[config.mk]
export PLATFORM = sky130hd
export DESIGN_NAME = dot_product_seq_flat
export DESIGN_NICKNAME = d
export VERILOG_FILES = /design/src/rtl/dp_seq_pkg.sv /design/src/rtl/dot_product_seq_if.sv /design/src/rtl/sat_add16.sv /design/src/rtl/dot_product_seq.sv /design/src/flat_wrapper.sv
export SDC_FILE = /design/constraint.sdc
export NUM_CORES = 1
export LEC_CHECK = 0
export ABC_AREA = 1
export CAP_MARGIN = 10
export CELL_PAD_IN_SITES_DETAIL_PLACEMENT = 1
export CELL_PAD_IN_SITES_GLOBAL_PLACEMENT = 1
export CORE_MARGIN = 4
export CORE_UTILIZATION = 26
export DETAILED_ROUTE_END_ITERATION = 7
export PLACE_DENSITY = 0.9
export SETUP_SLACK_MARGIN = 0.4
export SYNTH_ARGS = -nofsm -noshare
export SYNTH_HDL_FRONTEND = slang
export SYNTH_SLANG_ARGS = --single-unit
[constraint.sdc]
create_clock -name clk -period 5 [get_ports clk]
set_input_delay 1.25 -clock clk [delete_from_list [all_inputs] [get_ports clk]]
set_output_delay 1.25 -clock clk [all_outputs]
set_load 0.03 [all_outputs]
[src/rtl/dp_seq_pkg.sv]
// rtl/dp_seq_pkg.sv - shared types, constants and tail-mask helper for dot_product_seq
package dp_seq_pkg;

    typedef enum logic [1:0] {
        S_IDLE  = 2'd0,
        S_ISSUE = 2'd1,
        S_DRAIN = 2'd2,
        S_DONE  = 2'd3
    } state_e;

    localparam int LANES  = 4;
    localparam int LANE_W = 16;

    localparam logic signed [LANE_W-1:0] SAT_MAX = 16'sh7FFF;
    localparam logic signed [LANE_W-1:0] SAT_MIN = 16'sh8000;

    // Only the last group of a vector whose length is not a multiple of 4 is partial.
    function automatic logic [LANES-1:0] tail_mask(input logic [1:0] rem, input logic last);
        logic [LANES-1:0] m;
        m = '1;
        if (last && (rem != 2'd0)) begin
            for (int i = 0; i < LANES; i++) begin
                m[i] = (i < int'(rem));
            end
        end
        return m;
    endfunction

endpackage

[src/rtl/dot_product_seq_if.sv]
// rtl/dot_product_seq_if.sv - request, memory, datapath and result signals of dot_product_seq
interface dot_product_seq_if
    import dp_seq_pkg::*;
#(
    parameter int ADDR_W = 8
);
    logic                       start;
    logic [ADDR_W+2:0]          len;
    logic [ADDR_W-1:0]          base_a;
    logic [ADDR_W-1:0]          base_b;
    logic                       busy;

    logic                       rd_en;
    logic [ADDR_W-1:0]          rd_addr_a;
    logic [ADDR_W-1:0]          rd_addr_b;
    logic [LANES*LANE_W-1:0]    rd_data_a;
    logic [LANES*LANE_W-1:0]    rd_data_b;

    logic                       mul_en;
    logic [LANES*LANE_W-1:0]    mul_a;
    logic [LANES*LANE_W-1:0]    mul_b;
    logic                       mul_valid;
    logic signed [LANE_W-1:0]   mul_sum;

    logic                       res_valid;
    logic                       res_ready;
    logic signed [LANE_W-1:0]   res_data;

    modport master (
        input  start, len, base_a, base_b,
        input  rd_data_a, rd_data_b,
        input  mul_valid, mul_sum,
        input  res_ready,
        output busy,
        output rd_en, rd_addr_a, rd_addr_b,
        output mul_en, mul_a, mul_b,
        output res_valid, res_data
    );

    modport slave (
        output start, len, base_a, base_b,
        output rd_data_a, rd_data_b,
        output mul_valid, mul_sum,
        output res_ready,
        input  busy,
        input  rd_en, rd_addr_a, rd_addr_b,
        input  mul_en, mul_a, mul_b,
        input  res_valid, res_data
    );

endinterface

[src/rtl/sat_add16.sv]
// rtl/sat_add16.sv - combinational 16+16 -> 16 signed saturating adder
module sat_add16
    import dp_seq_pkg::*;
(
    input  logic signed [LANE_W-1:0] a_i,
    input  logic signed [LANE_W-1:0] b_i,
    output logic signed [LANE_W-1:0] sum_o
);

    logic signed [LANE_W:0] wide;

    assign wide = {a_i[LANE_W-1], a_i} + {b_i[LANE_W-1], b_i};

    // The 17-bit sum leaves 16-bit range exactly when its top two bits differ.
    always_comb begin
        sum_o = wide[LANE_W-1:0];
        if (wide[LANE_W] != wide[LANE_W-1]) begin
            sum_o = wide[LANE_W] ? SAT_MIN : SAT_MAX;
        end
    end

endmodule

[src/rtl/dot_product_seq.sv]
// rtl/dot_product_seq.sv - sequences one dot product over a shared 4-lane multiply-sum datapath
module dot_product_seq
    import dp_seq_pkg::*;
#(
    parameter int ADDR_W = 8,
    parameter int LAT    = 3
) (
    input  logic              clk,
    input  logic              rst,
    dot_product_seq_if.master bus
);

    localparam int CNT_W = ADDR_W + 1;

    if (LAT < 1) begin : g_bad_lat
        $error("dot_product_seq: LAT must be at least 1");
    end

    state_e                   state_q, state_d;
    logic [ADDR_W-1:0]        base_a_q, base_a_d;
    logic [ADDR_W-1:0]        base_b_q, base_b_d;
    logic [CNT_W-1:0]         groups_q, groups_d;
    logic [CNT_W-1:0]         issue_cnt_q, issue_cnt_d;
    logic [CNT_W-1:0]         done_cnt_q, done_cnt_d;
    logic [1:0]               rem_q, rem_d;
    logic signed [LANE_W-1:0] acc_q, acc_d;
    logic                     mul_en_q;
    logic                     mul_last_q;

    logic [CNT_W-1:0]         len_groups;
    logic [CNT_W-1:0]         done_next;
    logic                     issue_last;
    logic                     accum_en;
    logic signed [LANE_W-1:0] acc_sum;
    logic [LANES-1:0]         lane_mask;
    logic [LANES*LANE_W-1:0]  mul_a_w;
    logic [LANES*LANE_W-1:0]  mul_b_w;

    assign len_groups = CNT_W'(bus.len[ADDR_W+2:2]) + CNT_W'(|bus.len[1:0]);
    assign issue_last = (issue_cnt_q == groups_q - 1'b1);
    assign accum_en   = bus.mul_valid && ((state_q == S_ISSUE) || (state_q == S_DRAIN));
    assign done_next  = done_cnt_q + CNT_W'(accum_en);

    sat_add16 u_sat_add16 (
        .a_i   (acc_q),
        .b_i   (bus.mul_sum),
        .sum_o (acc_sum)
    );

    always_comb begin
        state_d     = state_q;
        base_a_d    = base_a_q;
        base_b_d    = base_b_q;
        groups_d    = groups_q;
        rem_d       = rem_q;
        issue_cnt_d = issue_cnt_q;
        done_cnt_d  = done_next;
        acc_d       = accum_en ? acc_sum : acc_q;

        case (state_q)
            S_IDLE: begin
                if (bus.start) begin
                    base_a_d    = bus.base_a;
                    base_b_d    = bus.base_b;
                    groups_d    = len_groups;
                    rem_d       = bus.len[1:0];
                    issue_cnt_d = '0;
                    done_cnt_d  = '0;
                    acc_d       = '0;
                    state_d     = (len_groups == '0) ? S_DONE : S_ISSUE;
                end
            end
            S_ISSUE: begin
                issue_cnt_d = issue_cnt_q + 1'b1;
                if (issue_last) begin
                    state_d = S_DRAIN;
                end
            end
            // Look at the count including this cycle's pulse so DONE follows the last sum directly.
            S_DRAIN: begin
                if (done_next == groups_q) begin
                    state_d = S_DONE;
                end
            end
            S_DONE: begin
                if (bus.res_ready) begin
                    state_d = S_IDLE;
                end
            end
            default: state_d = S_IDLE;
        endcase
    end

    always_ff @(posedge clk) begin
        if (rst) begin
            state_q     <= S_IDLE;
            base_a_q    <= '0;
            base_b_q    <= '0;
            groups_q    <= '0;
            rem_q       <= '0;
            issue_cnt_q <= '0;
            done_cnt_q  <= '0;
            acc_q       <= '0;
            mul_en_q    <= 1'b0;
            mul_last_q  <= 1'b0;
        end else begin
            state_q     <= state_d;
            base_a_q    <= base_a_d;
            base_b_q    <= base_b_d;
            groups_q    <= groups_d;
            rem_q       <= rem_d;
            issue_cnt_q <= issue_cnt_d;
            done_cnt_q  <= done_cnt_d;
            acc_q       <= acc_d;
            mul_en_q    <= bus.rd_en;
            mul_last_q  <= bus.rd_en && issue_last;
        end
    end

    // Read data arrives one cycle after rd_en, aligned with mul_en and its tail flag.
    assign lane_mask = tail_mask(rem_q, mul_last_q);

    always_comb begin
        mul_a_w = '0;
        mul_b_w = '0;
        for (int i = 0; i < LANES; i++) begin
            if (mul_en_q && lane_mask[i]) begin
                mul_a_w[LANE_W*i +: LANE_W] = bus.rd_data_a[LANE_W*i +: LANE_W];
                mul_b_w[LANE_W*i +: LANE_W] = bus.rd_data_b[LANE_W*i +: LANE_W];
            end
        end
    end

    assign bus.busy      = (state_q != S_IDLE);
    assign bus.rd_en     = (state_q == S_ISSUE);
    assign bus.rd_addr_a = base_a_q + issue_cnt_q[ADDR_W-1:0];
    assign bus.rd_addr_b = base_b_q + issue_cnt_q[ADDR_W-1:0];
    assign bus.mul_en    = mul_en_q;
    assign bus.mul_a     = mul_a_w;
    assign bus.mul_b     = mul_b_w;
    assign bus.res_valid = (state_q == S_DONE);
    assign bus.res_data  = acc_q;

endmodule

[src/flat_wrapper.sv]
// flat-port wrapper written by rule: the top's interface ports become plain ports
module dot_product_seq_flat import dp_seq_pkg::*;
#(
    parameter int ADDR_W = 8,
    parameter int LAT    = 3
)
  (clk, rst, bus_start, bus_len, bus_base_a, bus_base_b, bus_rd_data_a, bus_rd_data_b, bus_mul_valid, bus_mul_sum, bus_res_ready, bus_busy, bus_rd_en, bus_rd_addr_a, bus_rd_addr_b, bus_mul_en, bus_mul_a, bus_mul_b, bus_res_valid, bus_res_data);
  dot_product_seq_if #(.ADDR_W(ADDR_W)) bus_i ();
  input  logic clk;
  input  logic rst;
  input wire logic [$bits(bus_i.start)-1:0] bus_start;
  input wire logic [$bits(bus_i.len)-1:0] bus_len;
  input wire logic [$bits(bus_i.base_a)-1:0] bus_base_a;
  input wire logic [$bits(bus_i.base_b)-1:0] bus_base_b;
  input wire logic [$bits(bus_i.rd_data_a)-1:0] bus_rd_data_a;
  input wire logic [$bits(bus_i.rd_data_b)-1:0] bus_rd_data_b;
  input wire logic [$bits(bus_i.mul_valid)-1:0] bus_mul_valid;
  input wire logic [$bits(bus_i.mul_sum)-1:0] bus_mul_sum;
  input wire logic [$bits(bus_i.res_ready)-1:0] bus_res_ready;
  output wire logic [$bits(bus_i.busy)-1:0] bus_busy;
  output wire logic [$bits(bus_i.rd_en)-1:0] bus_rd_en;
  output wire logic [$bits(bus_i.rd_addr_a)-1:0] bus_rd_addr_a;
  output wire logic [$bits(bus_i.rd_addr_b)-1:0] bus_rd_addr_b;
  output wire logic [$bits(bus_i.mul_en)-1:0] bus_mul_en;
  output wire logic [$bits(bus_i.mul_a)-1:0] bus_mul_a;
  output wire logic [$bits(bus_i.mul_b)-1:0] bus_mul_b;
  output wire logic [$bits(bus_i.res_valid)-1:0] bus_res_valid;
  output wire logic [$bits(bus_i.res_data)-1:0] bus_res_data;
  assign bus_i.start = bus_start;
  assign bus_i.len = bus_len;
  assign bus_i.base_a = bus_base_a;
  assign bus_i.base_b = bus_base_b;
  assign bus_i.rd_data_a = bus_rd_data_a;
  assign bus_i.rd_data_b = bus_rd_data_b;
  assign bus_i.mul_valid = bus_mul_valid;
  assign bus_i.mul_sum = bus_mul_sum;
  assign bus_i.res_ready = bus_res_ready;
  assign bus_busy = bus_i.busy;
  assign bus_rd_en = bus_i.rd_en;
  assign bus_rd_addr_a = bus_i.rd_addr_a;
  assign bus_rd_addr_b = bus_i.rd_addr_b;
  assign bus_mul_en = bus_i.mul_en;
  assign bus_mul_a = bus_i.mul_a;
  assign bus_mul_b = bus_i.mul_b;
  assign bus_res_valid = bus_i.res_valid;
  assign bus_res_data = bus_i.res_data;
  dot_product_seq #(.ADDR_W(ADDR_W), .LAT(LAT)) u_core (.clk(clk), .rst(rst), .bus(bus_i));
endmodule
==> results.cfg <==
[status]
outcome = complete, no violations

[worst_setup_path]
crit_top_cell = o21ai_0
crit_type = flop to output port
slowest_stage = clkdlybuf4s50_1
worstPathMaxFanout = 8
rr_startpoint = u_core.state_q[0]$_SDFFE_PP0P_
cp_cell_sequence = ha_1 -> inv_1 -> fa_1 -> o21ai_0 -> a21oi_1 -> o21ai_0 -> xor2_1 -> clkdlybuf4s50_1
r2r-end = u_core.state_q[1]$_SDFFE_PP0P_
cp.required_ps = 3750
rr_worst_depth = 19
r2r_slack_ps = 2160
max_stage_delay_ps = 690
crit_arrival_ps = 3030
crit_path_start_kind = flop
critPathCaptureType = output port

[placed_design]
port_buffers = 339
place_ws_ps = 1070
dpl.hpwl_um = 22920
globalplace.congestion = 0.9075
post-place-cells = 1581
dpl_cell_area_um2 = 9438

[synth]
synth_compound_area_share_pct = 11.31
netlist_area_um2 = 5722
synthSimpleGateAreaFrac_pct = 35.08
synth_edf_count = 0
synth.area.top_cells = dfxtp_1, inv_1, nand2_1, nor2_1, ha_1
synth_most_common_cell = inv_1
yosys-top-cells-count = inv_1, nand2_1, nor2_1
yosysTopAreaCellShare_pct = 22.74
synth_top_area_cell = dfxtp_1
synth-seq-cells = 65
synth_nets = 1197
synthXorXnorAreaFrac_pct = 4.898
synth-main-ff-cell = dfxtp_1
synth_cell_types = 39
synth_seq_area_share_pct = 22.74
yosys.area_share.adder_pct = 9.797
synth_top_family_by_area = simple AND/OR/NAND/NOR gates
syn_inst = 978
yosysWarnings = 0
yosys-mux-area-fraction_pct = 0
syn_avg_cell_area_um2 = 5.850
async_flop_share_pct = 0

[drt]
wire_per_inst_um = 16.90
ant_nets = 0
drt-pass1-iter-count = 4
drc = 0
route.vias.total = 7277
vias_per_cell = 4.551
routed_wl_um = 27030
drt_iter0_markers = 314

[hold_path]
hp-class = flop to flop
holdCritStartpoint = u_core.base_a_q[3]$_SDFFE_PP0P_
worstHoldPathCells = 2
min_to = u_core.base_a_q[3]$_SDFFE_PP0P_

[clock_network]
numCtsBuffers = 9
cts_setup_buffers = 0
cts_tree = done
clock_sinks = 65
root_buffer = clkbuf_16
ctsLongestPathBuffers = 2
clock_latency_ps = 340
hold_buffers = 0
path_clk_slew_ps = 60
htreeDepth = 3
postCtsResizedCells = 0

[sta]
drv_slew = 0
worst_slew_pin_slew_ps = 728.0
fin_worst_skew_ps = 9.911
tns_ps = 0
hold_viol = 0
period_minus_slack_ps = 4282
rsz0062_at_grt = no
finalSetupViolCount = 0
max_freq_ghz = 0.2335
whs_ps = 495.0
finalCritPeriodShare_pct = 85.65
layout_setup_ws_ps = 717.6
slew-limit-headroom_pct = 51.41

[global_routing]
grt_max_degree = 34
grt_use_total_pct = 20.78
grt-ovfl-total = 0
top_usage_layer = met2
met2_usage_pct = 38.33
use_met1_pct = 24.61
antenna_found_initial = 3
grt_pass1_wl_um = 40370
grt_use_met3_pct = 4.010
first_global_vias = 7544

[power_and_ir_drop]
p_leak_nw = 4.801
design_power_total_mw = 3.646
p_per_area_nw_per_um2 = 374.1
ir_drop_mv = 0.2247

[die]
core_um2 = 21760
initial_utilization_pct = 26.30
die_w_um = 156.3
placementRows = 54
fp.dieH_um = 156.3
pin_count = 340
dieArea_um2 = 24440

[final_layout]
drive_gt1_share_pct = 5.163
final_area_um2 = 9746
utilization_pct = 44.80
areaGrowthSynthToFinish_pct = 70.33
final_cells = 1599
layout.nets = 1531

[run]
maxCapViolations = 0
==> registers in the layout (all words and copies together), names as in the netlist <==
signal	cells
u_core.done_cnt_q	9
u_core.bus.mul_en	1
u_core.groups_q	9
u_core.bus.res_data	16
u_core.rem_q	2
u_core.state_q	2
u_core.mul_last_q	1
u_core.base_b_q	8
u_core.issue_cnt_q	9
u_core.base_a_q	8
==> where the power goes <==
group | total, mW | internal [mW] | switching, mW
clock | 0.660 | 0.391 | 0.269
sequential | 0.715 | 0.620 | 0.0946
combinational | 2.27 | 0.866 | 1.41
total | 3.65 | 1.88 | 1.77
==> worst max path at each step <==
stage | from | to | depth (start not counted)
floorplan | bus_mul_valid | u_core.state_q[1]$_SDFFE_PP0P_ | 16
global placement | bus_rd_data_a[25] | bus_mul_a[25] | 4
detailed placement | u_core.issue_cnt_q[0]$_SDFFE_PP0P_ | bus_rd_addr_a[6] | 8
CTS | u_core.issue_cnt_q[0]$_SDFFE_PP0P_ | bus_rd_addr_a[6] | 8
global route | u_core.issue_cnt_q[0]$_SDFFE_PP0P_ | bus_rd_addr_a[6] | 8
finish | u_core.issue_cnt_q[0]$_SDFFE_PP0P_ | bus_rd_addr_a[6] | 8
==> logic make-up (layout without fill, tap and decap cells) <==
group                    Yosys count  after routing
AND/OR/NAND/NOR                  483            483
flip-flops                        65             65
adder cells (fa/ha/maj)           43             43
AO/OA/AOI/OAI                    112            112
buffers and inverters            243            582
other                              0              2
XOR/XNOR                          32             32
==> critical path: cells and delay by family, from the launching register on <==
kind / cells / cell delay, ps
flops: 1 / 460
xor+xnor: 1 / 180
buf+inv: 2 / 750
fa+ha+maj: 2 / 610
compound gates: 3 / 700
==> metal layers <==
| layer | up-vias | wire, um |
|---|---|---|
| met5 | - | 20 |
| met1 | 3398 | 10760 |
| met2 | 224 | 14040 |
| met4 | 2 | 435 |
| met3 | 30 | 1776 |
| li1 | 3623 | - |
==> cell type report <==
cell class                      count  area (um2)
Timing Repair Buffer              347        3453
Clock buffer                        9       225.2
Fill cell                        2817       12010
Tap cell                          280       350.3
Inverter                          219       829.5
Sequential cell                    65        1303
Multi-Input combinational cell    670        3502
Antenna cell                        2       5.005
Clock inverter                      7       77.57
==> cell usage in the layout, fill, tap and decap left out, types with 9 or more instances in the layout <==
| cell | synthesis | final |
|---|---|---|
| clkdlybuf4s50_1 | 0 | 339 |
| inv_1 | 213 | 213 |
| nand2_1 | 202 | 202 |
| nor2_1 | 192 | 192 |
| dfxtp_1 | 65 | 64 |
| nand3_1 | 53 | 53 |
| o21ai_0 | 46 | 46 |
| ha_1 | 40 | 40 |
| a21oi_1 | 33 | 33 |
| xor2_1 | 21 | 21 |
| a21oi_2 | 14 | 14 |
| xnor2_1 | 11 | 11 |
| clkbuf_16 | 0 | 9 |
No activity file was read; power rests on OpenSTA's default activity.
